===== src/rtl/periph_mutex_n.sv =====
// N-node priority/round-robin mutex for a shared byte peripheral, with IRQ lock path and idle watchdog.
// Grant and data outputs are registered (1-cycle latency); no backpressure, every input is sampled each cycle.
module periph_mutex_n #(
  parameter int         NODES       = 4,
  parameter int         DATA_W      = 8,
  parameter logic [3:0] TAG         = 4'b1011,
  parameter logic [7:0] IRQ_CODE    = 8'd78,
  parameter int         TIMEOUT_CYC = 1024,
  localparam int        NW          = $clog2(NODES)
) (
  input  logic                CLK,
  input  logic                RST_N,
  input  logic [16*NODES-1:0] in_op,
  input  logic [DATA_W-1:0]   in_peripheral,
  input  logic                in_irq_req,
  input  logic [NW-1:0]       in_irq_node,
  output logic [DATA_W-1:0]   out_peripheral,
  output logic [15:0]         out_node,
  output logic                bus_active,
  output logic [NW-1:0]       owner,
  output logic                locked,
  output logic [NODES-1:0]    out_irq,
  output logic                timeout_pulse
);

  localparam int             WDW       = (TIMEOUT_CYC > 2) ? $clog2(TIMEOUT_CYC) : 1;
  localparam logic [WDW-1:0] WD_LAST   = WDW'((TIMEOUT_CYC > 0) ? TIMEOUT_CYC - 1 : 0);
  localparam logic [NW-1:0]  LAST_NODE = NW'(NODES - 1);
  localparam logic [NW:0]    NODES_LIM = (NW + 1)'(NODES);

  typedef enum logic {S_IDLE, S_OWNED} state_t;

  state_t            r_state, w_state;
  logic [NW-1:0]     r_owner, w_owner;
  logic [NW-1:0]     r_rr, w_rr;
  logic [WDW-1:0]    r_wd, w_wd;
  logic [DATA_W-1:0] r_operi, w_operi;
  logic [15:0]       r_onode, w_onode;
  logic [NODES-1:0]  r_oirq, w_oirq;
  logic              r_tmo, w_tmo;

  logic [15:0]       w_word, w_cand;
  logic [3:0]        w_best;
  logic [NW-1:0]     w_win;
  logic              w_any, w_release;

  function automatic logic f_is_start(input logic [15:0] w);
    return (w[15:12] == 4'hF) && (w[11:8] == TAG) && (w[7:4] == 4'h0) && (w[3:0] != 4'h0);
  endfunction

  function automatic logic f_is_stop(input logic [15:0] w);
    return w == {4'hF, TAG, 8'hFF};
  endfunction

  // Scan from rr upward; strict '>' keeps the first index holding the maximum priority.
  always_comb begin
    int idx;
    w_any  = 1'b0;
    w_win  = '0;
    w_best = 4'h0;
    w_cand = '0;
    idx    = 0;
    for (int i = 0; i < NODES; i++) begin
      idx = int'(r_rr) + i;
      if (idx >= NODES) idx = idx - NODES;
      w_cand = in_op[16*idx +: 16];
      if (f_is_start(w_cand) && (w_cand[3:0] > w_best)) begin
        w_best = w_cand[3:0];
        w_win  = NW'(idx);
        w_any  = 1'b1;
      end
    end
  end

  always_comb begin
    w_word    = in_op[16*r_owner +: 16];
    w_state   = r_state;
    w_owner   = r_owner;
    w_rr      = r_rr;
    w_wd      = r_wd;
    w_operi   = r_operi;
    w_onode   = r_onode;
    w_oirq    = '0;
    w_tmo     = 1'b0;
    w_release = 1'b0;
    case (r_state)
      S_IDLE: begin
        w_operi = '0;
        w_onode = '0;
        if (in_irq_req && ({1'b0, in_irq_node} < NODES_LIM)) begin
          w_state = S_OWNED;
          w_owner = in_irq_node;
          w_wd    = '0;
        end else if (w_any) begin
          w_state = S_OWNED;
          w_owner = w_win;
          w_wd    = '0;
        end
      end
      S_OWNED: begin
        if (w_word == 16'h0000) begin
          if ((TIMEOUT_CYC != 0) && (r_wd == WD_LAST)) begin
            w_release = 1'b1;
            w_tmo     = 1'b1;
          end else if (r_wd != '1) begin
            w_wd = r_wd + 1'b1;
          end
        end else if (f_is_stop(w_word)) begin
          w_release = 1'b1;
        end else if (f_is_start(w_word)) begin
          w_operi = '0;
          w_onode = '0;
          w_wd    = '0;
        end else begin
          w_operi         = w_word[DATA_W-1:0];
          w_onode         = {8'(r_owner) + 8'd1, 8'(in_peripheral)};
          w_oirq[r_owner] = (8'(in_peripheral) == IRQ_CODE);
          w_wd            = '0;
        end
        if (w_release) begin
          w_state = S_IDLE;
          w_owner = '0;
          w_rr    = (r_owner == LAST_NODE) ? '0 : r_owner + 1'b1;
          w_operi = '0;
          w_onode = '0;
          w_wd    = '0;
        end
      end
      default: w_state = S_IDLE;
    endcase
  end

  always_ff @(posedge CLK or negedge RST_N) begin
    if (!RST_N) begin
      r_state <= S_IDLE;
      r_owner <= '0;
      r_rr    <= '0;
      r_wd    <= '0;
      r_operi <= '0;
      r_onode <= '0;
      r_oirq  <= '0;
      r_tmo   <= 1'b0;
    end else begin
      r_state <= w_state;
      r_owner <= w_owner;
      r_rr    <= w_rr;
      r_wd    <= w_wd;
      r_operi <= w_operi;
      r_onode <= w_onode;
      r_oirq  <= w_oirq;
      r_tmo   <= w_tmo;
    end
  end

  assign out_peripheral = r_operi;
  assign out_node       = r_onode;
  assign bus_active     = (r_state == S_OWNED);
  assign locked         = (r_state == S_OWNED);
  assign owner          = r_owner;
  assign out_irq        = r_oirq;
  assign timeout_pulse  = r_tmo;

endmodule

===== config.mk =====
export PLATFORM = sky130hd
export DESIGN_NAME = periph_mutex_n
export DESIGN_NICKNAME = d
export VERILOG_FILES = /design/src/rtl/periph_mutex_n.sv
export SDC_FILE = /design/constraint.sdc
export NUM_CORES = 1
export LEC_CHECK = 0
export CORE_ASPECT_RATIO = 1.5
export CORE_UTILIZATION = 54
export CTS_CLUSTER_SIZE = 30
export DETAILED_ROUTE_END_ITERATION = 8
export PLACE_DENSITY = 0.88
export SLEW_MARGIN = 20
export SYNTH_ARGS = -nofsm -noshare
export SYNTH_HDL_FRONTEND = slang
export SYNTH_SLANG_ARGS = --single-unit

===== constraint.sdc =====
create_clock -name CLK -period 12.23 [get_ports CLK]
set_clock_uncertainty 0.05 [all_clocks]
set_input_delay 2.446 -clock CLK [delete_from_list [all_inputs] [get_ports CLK]]
set_output_delay 2.446 -clock CLK [all_outputs]
set_load 0.1 [all_outputs]

Word level (Yosys, flattened, before mapping)
Cells that the tools add are included.
Word-level totals
  input port bits: 77
  output and inout bits: 33
  flip-flop bits (word level): 44
Operators by class
  add/sub/neg operators: 10
  bitwise logic cells: 2
  reductions and logical operators: 35
  magnitude comparators: 10
  mux-type cells: 54
  eq/ne operators: 22
  shift operators: 5
Operators by type and width (count)
  indexed part select 64 x 32 -> 16 bit: 4
  two-way mux 28 bit: 4
  two-way mux 10 bit: 7
  indexed part select 64 x 7 -> 16 bit: 1
  two-way mux 16 bit: 3
  equality test 4 bit (second input constant): 10
  two-way mux 8 bit: 4
  case mux 16 bit (2 select lines): 1
  two-way mux 4 bit: 7
  logical AND 1 bit: 20
  logical NOT 4 bit: 5
  case mux 10 bit (2 select lines): 1
  nonzero test 4 bit: 5
  equality test 16 bit (second input constant): 1
  logical NOT 16 bit: 1
  two-way mux 2 bit: 8
  case mux 8 bit (2 select lines): 1
  two-way mux 1 bit: 14
  > comparator 4 bit: 3
  subtractor 3 x 3 -> 4 bit (second input constant): 3
  two-way mux 11 bit: 1
  adder 10 x 1 -> 10 bit (second input constant): 1
  equality test 10 bit (second input constant): 1
  inequality test 10 bit (second input constant): 1
  23 further kinds: 31

Logic depth before layout (Yosys ltp)
Gate-level depths: netlist of the first run.
  depth in word-level cells: 21
  gate-level depth with buffers: 36
  gate-level depth less buffers: 30

Worst setup path before layout of the first run
Ideal clock, no wire load.
  path kind: input to register
  from: input in_op[20]
  to: register r_owner[0], in the netlist owner[0]
  path slack: 3999 ps
  stages on the path: 26
  arrival: 8060 ps
  data required time: 12059 ps
  cells stage by stage: or4_1 o32a_1 a221oi_2 nand2_1 ha_1 nor2b_1 o211ai_1 a21o_1 a211oi_2 mux2_2 ha_1 a21oi_1 o21ai_0 nand4_1 or3_4 buf_6 mux2_2 ha_1 nand4_1 nand2_1 a211o_1 a21oi_1 nor2_1 and4b_4 nand2b_4 a22o_1
Between the ends
  cells in the longest elaborated chain, start to end: 18
  elaborated cells between the ends (all ways): 46
  classes of those cells: 3 x order compare; 3 x eq/ne; 5 x shift; 17 x mux; 18 x reduce/logical
RTL lines
  from (decl): RTL line 13  | input logic [16*NODES-1:0] in_op,
  indexed part select 64 x 32 -> 16 bit: RTL line 66  | w_cand = in_op[16*idx +: 16];
  logical NOT 4 bit: RTL line 48  | return (w[15:12] == 4'hF) && (w[11:8] == TAG) && (w[7:4] == 4'h0) && (w[3:0] != 4'h0);
  logical AND 1 bit (2 in series): RTL line 48
  logical AND 1 bit: RTL line 67  | if (f_is_start(w_cand) && (w_cand[3:0] > w_best)) begin
  two-way mux 4 bit: RTL line 67
  > comparator 4 bit: RTL line 67
  logical AND 1 bit: RTL line 67
  two-way mux 4 bit: RTL line 67
  > comparator 4 bit: RTL line 67
  logical AND 1 bit: RTL line 67
  two-way mux 4 bit: RTL line 67
  > comparator 4 bit: RTL line 67
  logical AND 1 bit: RTL line 67
  two-way mux 2 bit: RTL line 67
  two-way mux 2 bit: RTL line 94  | end else if (w_any) begin
  two-way mux 2 bit: RTL line 90  | if (in_irq_req && ({1'b0, in_irq_node} < NODES_LIM)) begin
  case mux 2 bit (2 select lines): RTL line 86  | case (r_state)
  to (signal assigned): RTL line 145  | r_owner <= w_owner;
  to (decl): RTL line 34  | logic [NW-1:0] r_owner, w_owner;
Parallel ways exist; a longest one is shown, timed or not. The select of a mux whose other input is x is not followed.
A chain may end at the register's enable or synchronous reset.

Final worst setup path of the first run
  from: input in_op[21]
  to: register r_owner[0], in the netlist owner[0]
The elaborated chain is that of the path after synthesis.

==> results by group, run 1 <==
Finish
  – N_diodes: 0
  – Area Growth Syn to Fin: 26.6%
  – Fin nets: 628
  – Share of cells above drive strength 1: 0.119
  – Fin util: 0.709
  – Post-Layout Inst Area: 5160 µm²

Yosys
  – Post-synth ARST share: 1.00
  – Sequential element share of the synthesized area: 0.239
  – Syn_area_per_cell: 9.27 µm²
  – Area leader, netlist: dfrtp_1
  – Synth cell types: 63
  – Post-synth EDFFs: 0
  – Yosys Warn Count: 0
  – Area share of the largest cell type after synthesis: 0.239
  – Post-Synthesis Cells: 440
  – Synth area leaders: dfrtp_1 (24%), mux4_2 (15%), ha_1 (6.8%)
  – Synth Flop Type: dfrtp_1
  – Yosys reg bits: 39
  – Synth top cells by count: dfrtp_1 (39), nor2_1 (38), nand2_1 (33), mux4_2 (28)
  – Most common cell in the netlist: dfrtp_1
  – Post-Syn Area: 4080 µm²

Timing
  – Peak Freq: 111 MHz
  – Worst slew pin tran: 0.989 ns
  – Clock period minus final worst setup slack: 8.98 ns
  – Tcrit/Tclk final: 0.734
  – Hold Fails Final Rpt: 0
  – Final setup fails: 0
  – Final Max Tran Viols: 0
  – RSZ-0062 raised after global routing: false
  – Relative slew slack: 0.339
  – Setup TNS Final: 0 ns

Routing
  – Routed len/inst: 19.9 µm
  – Vias: 4,122
  – Routed Wire Length: 12.5 mm
  – Iteration-0 DRC Markers: 367
  – DRC viols: 0
  – Vias/cell: 6.54
  – DRT Pass-1 Iters: 5
  – Detail Route Antenna Nets: 0

Worst setup path
  – Most frequent CP cell: ha_1
  – Buf+Inv Stages, Crit Path: 1
  – Worst R2R End: owner[0]
  – Worst Path Arrival: 9.11 ns
  – Critical Path End Type: flop
  – RR Startpoint: r_rr[1]
  – Worst stage delay on the critical path: 0.59 ns
  – CP Data Required Time: 12.36 ns
  – Critical path's slowest cell: or4_1
  – FF-to-FF path depth: 26
  – Setup slack, reg-to-reg: 4.53 ns
  – Startpoint type of the worst setup path: input port
  – CP max FO: 12
  – CP Class: in -> reg
  – CP delay by family, top: compound AO/OA/AOI/OAI gates

Clock network
  – Post-CTS setup buffer count: 0
  – Clk root buf: clkbuf_8
  – CTS Buf Count: 5
  – Post_cts resized: 0
  – CTS sink cnt: 39
  – Clk buf depth: 2
  – Worst-Skew Late Latency: 0.28 ns
  – H-tree depth: 2
  – TritonCTS clock tree: yes
  – Reg clk slew, reported paths: 0.07 ns
  – Post-CTS Hold Fix Bufs: 0

Global route
  – First-pass GRT wire length: 19.6 mm
  – Vias in the first global route: 3,957
  – Largest net degree at the start of global routing: 56
  – Global-route usage over all layers: 0.327
  – Initial antenna violation count: 0
  – Total global routing overflow: 0

Floorplan
  – Initial Util: 0.561
  – Die area: 7910 µm²
  – Row cnt: 38
  – CORE AREA: 7270 µm²
  – IO Pins: 110
  – Die width: 73.0 µm
  – Die height: 108 µm

Min path
  – Worst Hold Class: reg -> reg
  – Hold depth: 1
  – Hold EP: r_wd[5]
  – Origin of the worst min-delay path: r_wd[5]

Pwr
  – Total chip power: 0.000379 W
  – Cell-internal power: 0.000234 W
  – Net Sw Frac: 0.383
  – Combinational share of power: 0.414
  – Leak Pwr: 1.96 nW
  – VDD IR max: 0.0439 mV
  – Clk pwr share: 0.215
  – Sequential share of power: 0.372
  – Pwr/cell area: 73.5 nW/µm²
  – Psw: 0.000145 W

Placed design
  – Cell Area, Placed: 5080 µm²
  – Port bufs: 104
  – Post-DP HPWL: 10.0 mm
  – Placer Congestion: 1.03

Job
  – Max Cap Viol: 0

Outcome
  – Status: finished, final reports clean
## state kept, by name, indices dropped and copies added (netlist names)
name,flops
out_node,11
r_wd,10
out_peripheral,8
out_irq,4
owner,2
r_rr,2
bus_active,1
timeout_pulse,1
## per-layer routing
metal / global-route usage / wire [µm] / vias up
li1: - / - / 1873
met1: 0.365 / 4400 / 1965
met2: 0.595 / 6560 / 234
met3: 0.0336 / 872 / 50
met4: 0.185 / 702 / 0
met5: 0 / 0 / -
## worst max path at each step
stage              start  endpoint  slack, ns  cells past startpoint
3_5_place_dp   in_op[21]  owner[0]       2.99                     27
5_1_grt        in_op[21]  owner[0]       2.81                     27
6_report       in_op[21]  owner[0]       3.25                     26
4_1_cts        in_op[21]  owner[0]       3.26                     27
2_1_floorplan  in_op[20]  owner[0]       4.00                     26
3_3_place_gp   in_op[20]  owner[0]       3.19                     26
## through the flow
step	setup WS, ns	instances	hold WS, ns
floorplan	4.00	444	0.396
global placement	3.19	622	0.417
detailed placement	2.99	622	0.429
CTS	3.26	630	0.442
global route	2.81	630	0.461
finish	3.25	630	0.440
## final cells by class
| cell class | instances | area [µm²] |
|---|---|---|
| clock buffers | 7 | 76.3 |
| clock inverters | 1 | 5.00 |
| fillers | 585 | 2110 |
| inverters | 14 | 52.6 |
| multi-input cells | 361 | 2860 |
| flip-flops and latches | 39 | 977 |
| well taps | 100 | 125 |
| repair buffers | 108 | 1070 |
## placed cells by master, fill, tap and decap left out, types with 6 or more instances in the layout
cell / n
inv_1: 11
nand2_1: 33
o21ai_0: 6
o211ai_1: 10
nor3_1: 8
ha_1: 22
mux4_2: 28
clkdlybuf4s50_1: 103
nor3b_1: 15
nand4_1: 11
nor2_1: 38
mux2i_1: 18
a21oi_1: 22
mux2_2: 6
nor4_1: 16
o21ai_1: 21
dfrtp_1: 38
and2_1: 9
o22ai_1: 7
and3_1: 10
nand3_1: 12
## cell families after synthesis
kind of cell	synth area share
compound gates	0.150
mux	0.215
simple gates	0.264
other cells	0.000920
flops	0.239
buf+inv	0.0632
fa+ha+maj	0.0675
## power by group through the flow
stage	clock [W]	combinational (W)	sequential (W)
after floorplan	0	0.0000538	0.000186
after detailed placement	0	0.000155	0.000143
final	0.0000814	0.000157	0.000141
after global routing	0.0000889	0.000165	0.000142
after CTS	0.0000829	0.000156	0.000141
after global placement	0	0.000153	0.000143
(Power assumes the default switching activity.)
==> run 2: changes to the inputs <==
--- a/config.mk
+++ b/config.mk
@@ -6,10 +6,10 @@
 export NUM_CORES = 1
 export LEC_CHECK = 0
 export CORE_ASPECT_RATIO = 1.5
-export CORE_UTILIZATION = 54
+export CORE_UTILIZATION = 50
 export CTS_CLUSTER_SIZE = 30
 export DETAILED_ROUTE_END_ITERATION = 8
-export PLACE_DENSITY = 0.88
+export PLACE_DENSITY = 0.82
 export SLEW_MARGIN = 20
 export SYNTH_ARGS = -nofsm -noshare
 export SYNTH_HDL_FRONTEND = slang
==> constraint.sdc (replaced) <==
create_clock -name CLK -period 8.3 [get_ports CLK]
set_clock_uncertainty 0.05 [all_clocks]
set_input_delay 1.66 -clock CLK [delete_from_list [all_inputs] [get_ports CLK]]
set_output_delay 1.66 -clock CLK [all_outputs]
set_load 0.1 [all_outputs]
==> run 2 against run 1 <==
Compared with the run above:
- worst hold slack about the same
- final area is 2.7% higher
- flip-flop and latch count stayed put
- utilization shrank 4.3 points
- register-to-register slack got worse by 3.5 ns
- final cell count rose by 1.6%
==> results by group, run 2 (same netlist as run 1, synthesis figures left out) <==
Timing
  – RSZ-0062 raised after global routing: false
  – Peak Freq: 127 MHz
  – Final Max Tran Viols: 0 (unchanged)
  – Setup TNS Final: 0 ns (unchanged)
  – Tcrit/Tclk final: 0.949
  – Hold slack: 0.440 ns (-0.000138 ns)
  – Worst slew pin tran: 1.02 ns (+0.0311 ns)
  – Hold Fails Final Rpt: 0 (unchanged)
  – Clock period minus final worst setup slack: 7.88 ns
  – Final setup fails: 0 (unchanged)
  – Relative slew slack: 0.318 (-0.0208)

Global route
  – Initial antenna violation count: 0 (unchanged)
  – Largest net degree at the start of global routing: 44 (-21%)
  – Vias in the first global route: 4,127 (+4.3%)
  – First-pass GRT wire length: 20.2 mm (+3.3%)
  – Global-route usage over all layers: 0.314 (-0.0134)
  – Total global routing overflow: 0 (unchanged)

Worst setup path
  – CP Data Required Time: 8.42 ns (-3.94 ns)
  – Critical Path End Type: flop
  – CP Class: in -> reg
  – Worst Path Arrival: 8.00 ns (-1.11 ns)
  – Worst stage delay on the critical path: 0.61 ns (+0.02 ns)
  – CP max FO: 12 (unchanged)
  – Startpoint type of the worst setup path: input port
  – Critical path's slowest cell: or4_1

Finish
  – Number of flip-flops in the largest register: 11 (unchanged)
  – Share of cells above drive strength 1: 0.131 (+0.0120)
  – Filler Cells Inserted: 614 (+5.0%)
  – N_diodes: 0 (unchanged)
  – Most frequent cells in the layout: clkdlybuf4s50_1 (103), nor2_1 (38), dfrtp_1 (38), nand2_1 (33), mux4_2 (28)
  – Fin nets: 633 (+0.80%)
  – Most common cell after layout, fill and taps aside: clkdlybuf4s50_1
  – Area Growth Syn to Fin: 30.0%
  – Final Non-Filler Cells: 640 (+1.6%)
  – Fin util: 0.666 (-0.0431)

Routing
  – Iteration-0 DRC Markers: 358 (-2.5%)
  – Vias/cell: 6.50 (-0.68%)
  – Detail Route Antenna Nets: 0 (unchanged)
  – DRT Pass-1 Iters: 5 (unchanged)
  – Routed Wire Length: 13.0 mm (+3.6%)
  – DRC viols: 0 (unchanged)
  – Routed len/inst: 20.3 µm (+2.0%)
  – Vias: 4,159 (+0.90%)

Clock network
  – CTS sink cnt: 39 (unchanged)
  – Reg clk slew, reported paths: 0.06 ns (about the same)
  – CTS Buf Count: 5 (unchanged)
  – H-tree depth: 2 (unchanged)
  – Clk buf depth: 2 (unchanged)
  – Clk root buf: clkbuf_16
  – Worst-Skew Late Latency: 0.28 ns (about the same)
  – Post-CTS Hold Fix Bufs: 0 (unchanged)
  – TritonCTS clock tree: yes

Pwr
  – Clk pwr share: 0.308 (+0.093)
  – Cell-internal power: 0.000415 W (+77%)
  – Psw: 0.000223 W (+54%)
  – Pwr/cell area: 120 nW/µm² (+64%)
  – VDD IR max: 0.150 mV (+240%)
  – Sequential share of power: 0.322 (-0.050)
  – Leak Pwr: 2.07 nW (+5.3%)
  – Net Sw Frac: 0.350 (-0.0328)
  – Combinational share of power: 0.370 (-0.044)

Min path
  – Worst Hold Class: reg -> reg

Floorplan
  – IO Pins: 110 (unchanged)
  – Die area: 8530 µm² (+7.8%)
  – Initial Util: 0.512 (-0.0481)
  – Die height: 113 µm (+3.9%)
  – Row cnt: 40 (+5.3%)
  – CORE AREA: 7960 µm² (+9.4%)
  – Die width: 75.7 µm (+3.8%)

Outcome
  – Status: finished, final reports clean

Placed design
  – Port bufs: 104 (unchanged)
  – Placer Congestion: 0.998 (-3.6%)
  – Post-DP HPWL: 10.2 mm (+1.3%)
  – Placed Instances: 631 (+1.4%)

Job
  – Max Cap Viol: 0 (unchanged)
==> run 2: critical path: cells and delay by family <==
family | cells | cell delay [ns]
AOI/OAI and AO/OA | 9 | 2.18
and+or+nand+nor | 11 | 2.10
adders and majority gates | 3 | 0.91
muxes | 2 | 0.69
buffers and inverters | 1 | 0.44
==> run 2: layout make-up <==
cell class | count | area (µm²) | area share
repair buffers | 113 | 1100 | 0.208
inverters | 14 | 52.6 | 0.00991
well taps | 105 | 131 | 0.0248
flip-flops and latches | 39 | 977 | 0.184
clock buffers | 8 | 156 | 0.0295
multi-input cells | 361 | 2880 | 0.543
==> run 2: path summary, 6_finish.rpt <==
| path | startpoint | slack, ns | end | cells after the start |
|---|---|---|---|---|
| worst max-delay path | in_op[20] | 0.42 | owner[0] | 26 |
| worst min-delay path | r_wd[6] | 0.44 | r_wd[6] | 1 |
| worst max register to register | r_rr[1] | 1.06 | owner[0] | 27 |
| worst min register to register | r_wd[6] | 0.44 | r_wd[6] | 1 |
| max in group asynchronous | RST_N | 6.16 | r_rr[0] | 1 |
| min in group asynchronous | RST_N | 1.44 | r_wd[5] | 1 |
==> run 2: power by group through the flow <==
stage | registers, W | logic, W | clock network (W)
final | 0.000206 | 0.000236 | 0.000197
after global routing | 0.000206 | 0.000248 | 0.000207
after CTS | 0.000205 | 0.000233 | 0.000198
after detailed placement | 0.000209 | 0.000233 | 0
after global placement | 0.000208 | 0.000230 | 0
after floorplan | 0.000274 | 0.0000793 | 0
==> run 2: layer usage <==
| metal | vias up | share of wire | track usage |
|---|---|---|---|
| met1 | 1965 | 0.35 | 0.345 |
| met5 | - | 0 | 0 |
| li1 | 1880 | - | - |
| met3 | 64 | 0.074 | 0.0377 |
| met4 | 0 | 0.061 | 0.199 |
| met2 | 250 | 0.51 | 0.549 |
==> run 2: repair_timing <==
| action | in CTS | in global routing |
|---|---|---|
| endpoints found under the setup margin | 0 | 11 |
| gates resized for setup | 0 | 3 |
| buffers inserted | 0 | 1 |
==> run 2: metrics by stage <==
| step | instance area [µm²] | power [W] | setup WS [ns] |
|---|---|---|---|
| final | 5300 | 0.000638 | 0.420 |
| after detailed placement | 5120 | 0.000441 | -0.0464 |
| after global routing | 5300 | 0.000662 | 0.0570 |
| after CTS | 5270 | 0.000637 | 0.242 |
| after global placement | 5120 | 0.000438 | 0.145 |
| after floorplan | 4090 | 0.000354 | 0.855 |
==> run 3: changes to the inputs <==
--- a/config.mk
+++ b/config.mk
@@ -5,11 +5,12 @@
 export SDC_FILE = /design/constraint.sdc
 export NUM_CORES = 1
 export LEC_CHECK = 0
+export CAP_MARGIN = 30
 export CORE_ASPECT_RATIO = 1.5
 export CORE_UTILIZATION = 50
 export CTS_CLUSTER_SIZE = 30
 export DETAILED_ROUTE_END_ITERATION = 8
-export PLACE_DENSITY = 0.82
+export PLACE_DENSITY_LB_ADDON = 0.12
 export SLEW_MARGIN = 20
 export SYNTH_ARGS = -nofsm -noshare
 export SYNTH_HDL_FRONTEND = slang
==> run 3 against run 2 <==
Compared with the run above:
- sequential share of layout area shrank 0.59 points
- worst setup slack lost 0.10 ns
- worst hold slack hardly changed
- flip-flop and latch count is the same
- power up 4.6%
- largest cell class unchanged
- count of clock-buffer cells in the layout shrank 2
==> results by group, run 3 (same netlist as run 1, synthesis figures left out) <==
Placed design
  – Cell Area, Placed: 5170 µm² (+0.98%)
  – Port bufs: 104 (unchanged)
  – Pre-CTS WS: -0.124 ns (-0.0775 ns)
  – Placer Congestion: 0.983 (-1.5%)
  – Post-DP HPWL: 10.5 mm (+3.7%)

Pwr
  – Leak Pwr: 2.16 nW (+4.6%)
  – Cell-internal power: 0.000440 W (+6.1%)
  – Sequential share of power: 0.309 (-0.013)
  – Combinational share of power: 0.358 (-0.012)
  – Psw: 0.000227 W (+1.7%)
  – VDD IR max: 0.143 mV (-4.7%)
  – Net Sw Frac: 0.341 (-0.00951)
  – Pwr/cell area: 122 nW/µm² (+1.2%)
  – Clk pwr share: 0.332 (+0.024)

Worst setup path
  – FF-to-FF path depth: 29 (+7.4%)
  – Buf+Inv Stages, Crit Path: 3 (+2)
  – CP delay by family, top: compound AO/OA/AOI/OAI gates
  – CP Class: in -> reg
  – Worst R2R End: r_wd[3]
  – Most frequent CP cell: o21ai_1
  – Crit. path cell count: 29 (+12%)
  – Critical Path End Type: flop
  – Worst Path Arrival: 8.09 ns (+0.09 ns)
  – Startpoint type of the worst setup path: input port
  – CP max FO: 11 (-1)
  – Setup slack, reg-to-reg: 1.30 ns (+0.24 ns)
  – Worst stage delay on the critical path: 0.58 ns (-0.03 ns)
  – CP Data Required Time: 8.41 ns (about the same)
  – RR Startpoint: r_rr[0]
  – Critical path's slowest cell: or4_4

Finish
  – N_diodes: 0 (unchanged)
  – Area taken by multi-input logic gates: 2930 µm² (+1.7%)
  – Most common cell after layout, fill and taps aside: clkdlybuf4s50_1
  – Share of cells above drive strength 1: 0.167 (+0.0358)
  – Filler Cells Inserted: 646 (+5.2%)
  – Most frequent cells in the layout: clkdlybuf4s50_1 (103), dfrtp_1 (38), nor2_1 (37), nand2_1 (31), mux4_2 (28)
  – Post-Layout Inst Area: 5480 µm² (+3.3%)
  – Area Growth Syn to Fin: 34.4%
  – Fin nets: 644 (+1.7%)
  – Number of flip-flops in the largest register: 11 (unchanged)
  – Reg area: 977 µm² (unchanged)

Floorplan
  – CORE AREA: 7960 µm² (unchanged)
  – IO Pins: 110 (unchanged)
  – Initial Util: 0.512 (unchanged)
  – Die width: 75.7 µm (unchanged)
  – Die height: 113 µm (unchanged)
  – Die area: 8530 µm² (unchanged)
  – Row cnt: 40 (unchanged)

Min path
  – Worst Hold Class: reg -> reg
  – Hold depth: 1 (unchanged)
  – Origin of the worst min-delay path: r_wd[2]
  – Hold EP: r_wd[2]

Routing
  – DRT Pass-1 Iters: 5 (unchanged)
  – Iteration-0 DRC Markers: 227 (-37%)
  – Vias/cell: 6.30 (-3.1%)
  – Routed Wire Length: 13.3 mm (+2.3%)
  – Vias: 4,101 (-1.4%)
  – Routed len/inst: 20.4 µm (+0.60%)
  – Detail Route Antenna Nets: 0 (unchanged)
  – DRC viols: 0 (unchanged)

Timing
  – Worst slew pin tran: 1.04 ns (+0.0162 ns)
  – Relative slew slack: 0.307 (-0.0108)
  – Peak Freq: 125 MHz (-1.3%)
  – Final WS setup: 0.320 ns (-0.100 ns)
  – Clock period minus final worst setup slack: 7.98 ns (+0.100 ns)
  – Tcrit/Tclk final: 0.961 (+0.0121)
  – Hold slack: 0.439 ns (-0.000427 ns)
  – Hold Fails Final Rpt: 0 (unchanged)
  – Final setup fails: 0 (unchanged)
  – Final Max Tran Viols: 0 (unchanged)

Outcome
  – Status: finished, final reports clean

Global route
  – Global-route usage over all layers: 0.328 (+0.0144)
  – Vias in the first global route: 4,172 (+1.1%)
  – Total global routing overflow: 0 (unchanged)
  – Initial antenna violation count: 0 (unchanged)
  – Largest net degree at the start of global routing: 40 (-9.1%)
  – First-pass GRT wire length: 20.7 mm (+2.1%)

Clock network
  – H-tree depth: 2 (unchanged)
  – Worst-Skew Late Latency: 0.28 ns (about the same)
  – Reg clk slew, reported paths: 0.06 ns (about the same)
  – Clk buf depth: 2 (unchanged)
  – CTS Buf Count: 5 (unchanged)
  – Post-CTS Hold Fix Bufs: 0 (unchanged)
  – TritonCTS clock tree: yes
  – CTS sink cnt: 39 (unchanged)
  – Clk root buf: clkbuf_16

Job
  – Max Cap Viol: 0 (unchanged)
## run 3: timing repair
| item | CTS | global route |
|---|---|---|
| setup endpoints to repair | 0 | 13 |
| setup buffers | 0 | 5 |
| hold endpoints to repair | 0 | 0 |
| gates resized for setup | 0 | 16 |
## run 3: power groups by stage
stage	registers, W	logic, W	clock network (W)
after global placement	0.000211	0.000228	0
after CTS	0.000208	0.000232	0.000225
after global routing	0.000208	0.000252	0.000233
after detailed placement	0.000212	0.000231	0
after floorplan	0.000274	0.0000793	0
final	0.000206	0.000239	0.000222
## run 3: final cells by class
cell class,instances,area share
Inverter,14,0.00959
Clock buffer,6,0.0253
Multi-Input combinational cell,361,0.535
Sequential cell,39,0.178
Clock inverter,2,0.00639
Tap cell,105,0.0240
Timing Repair Buffer,124,0.221
## run 3: worst max path at each step
stage                    from        to  slack (ns)
floorplan           in_op[20]  owner[0]        0.86
global placement    in_op[20]  owner[0]        0.13
detailed placement  in_op[20]  owner[0]       -0.12
CTS                 in_op[20]   r_wd[3]        0.13
global route        in_op[21]   r_wd[3]       -0.02
finish              in_op[20]   r_wd[3]        0.32
## run 3: through the flow
stage	std cells	setup TNS [ns]	utilization	power, W
2_1_floorplan	444	0	-	0.000354
3_3_place_gp	636	0	0.649	0.000439
3_5_place_dp	636	-0.829	0.649	0.000443
4_1_cts	644	0	0.671	0.000665
5_1_grt	651	-0.0178	0.689	0.000693
6_report	651	0	0.689	0.000667
## run 3: layer usage
| metal | track usage | wire [µm] | vias up |
|---|---|---|---|
| met4 | 0.186 | 672 | 0 |
| met5 | 0 | 0 | - |
| li1 | - | - | 1900 |
| met1 | 0.355 | 4660 | 1997 |
| met2 | 0.602 | 7390 | 163 |
| met3 | 0.0224 | 571 | 41 |
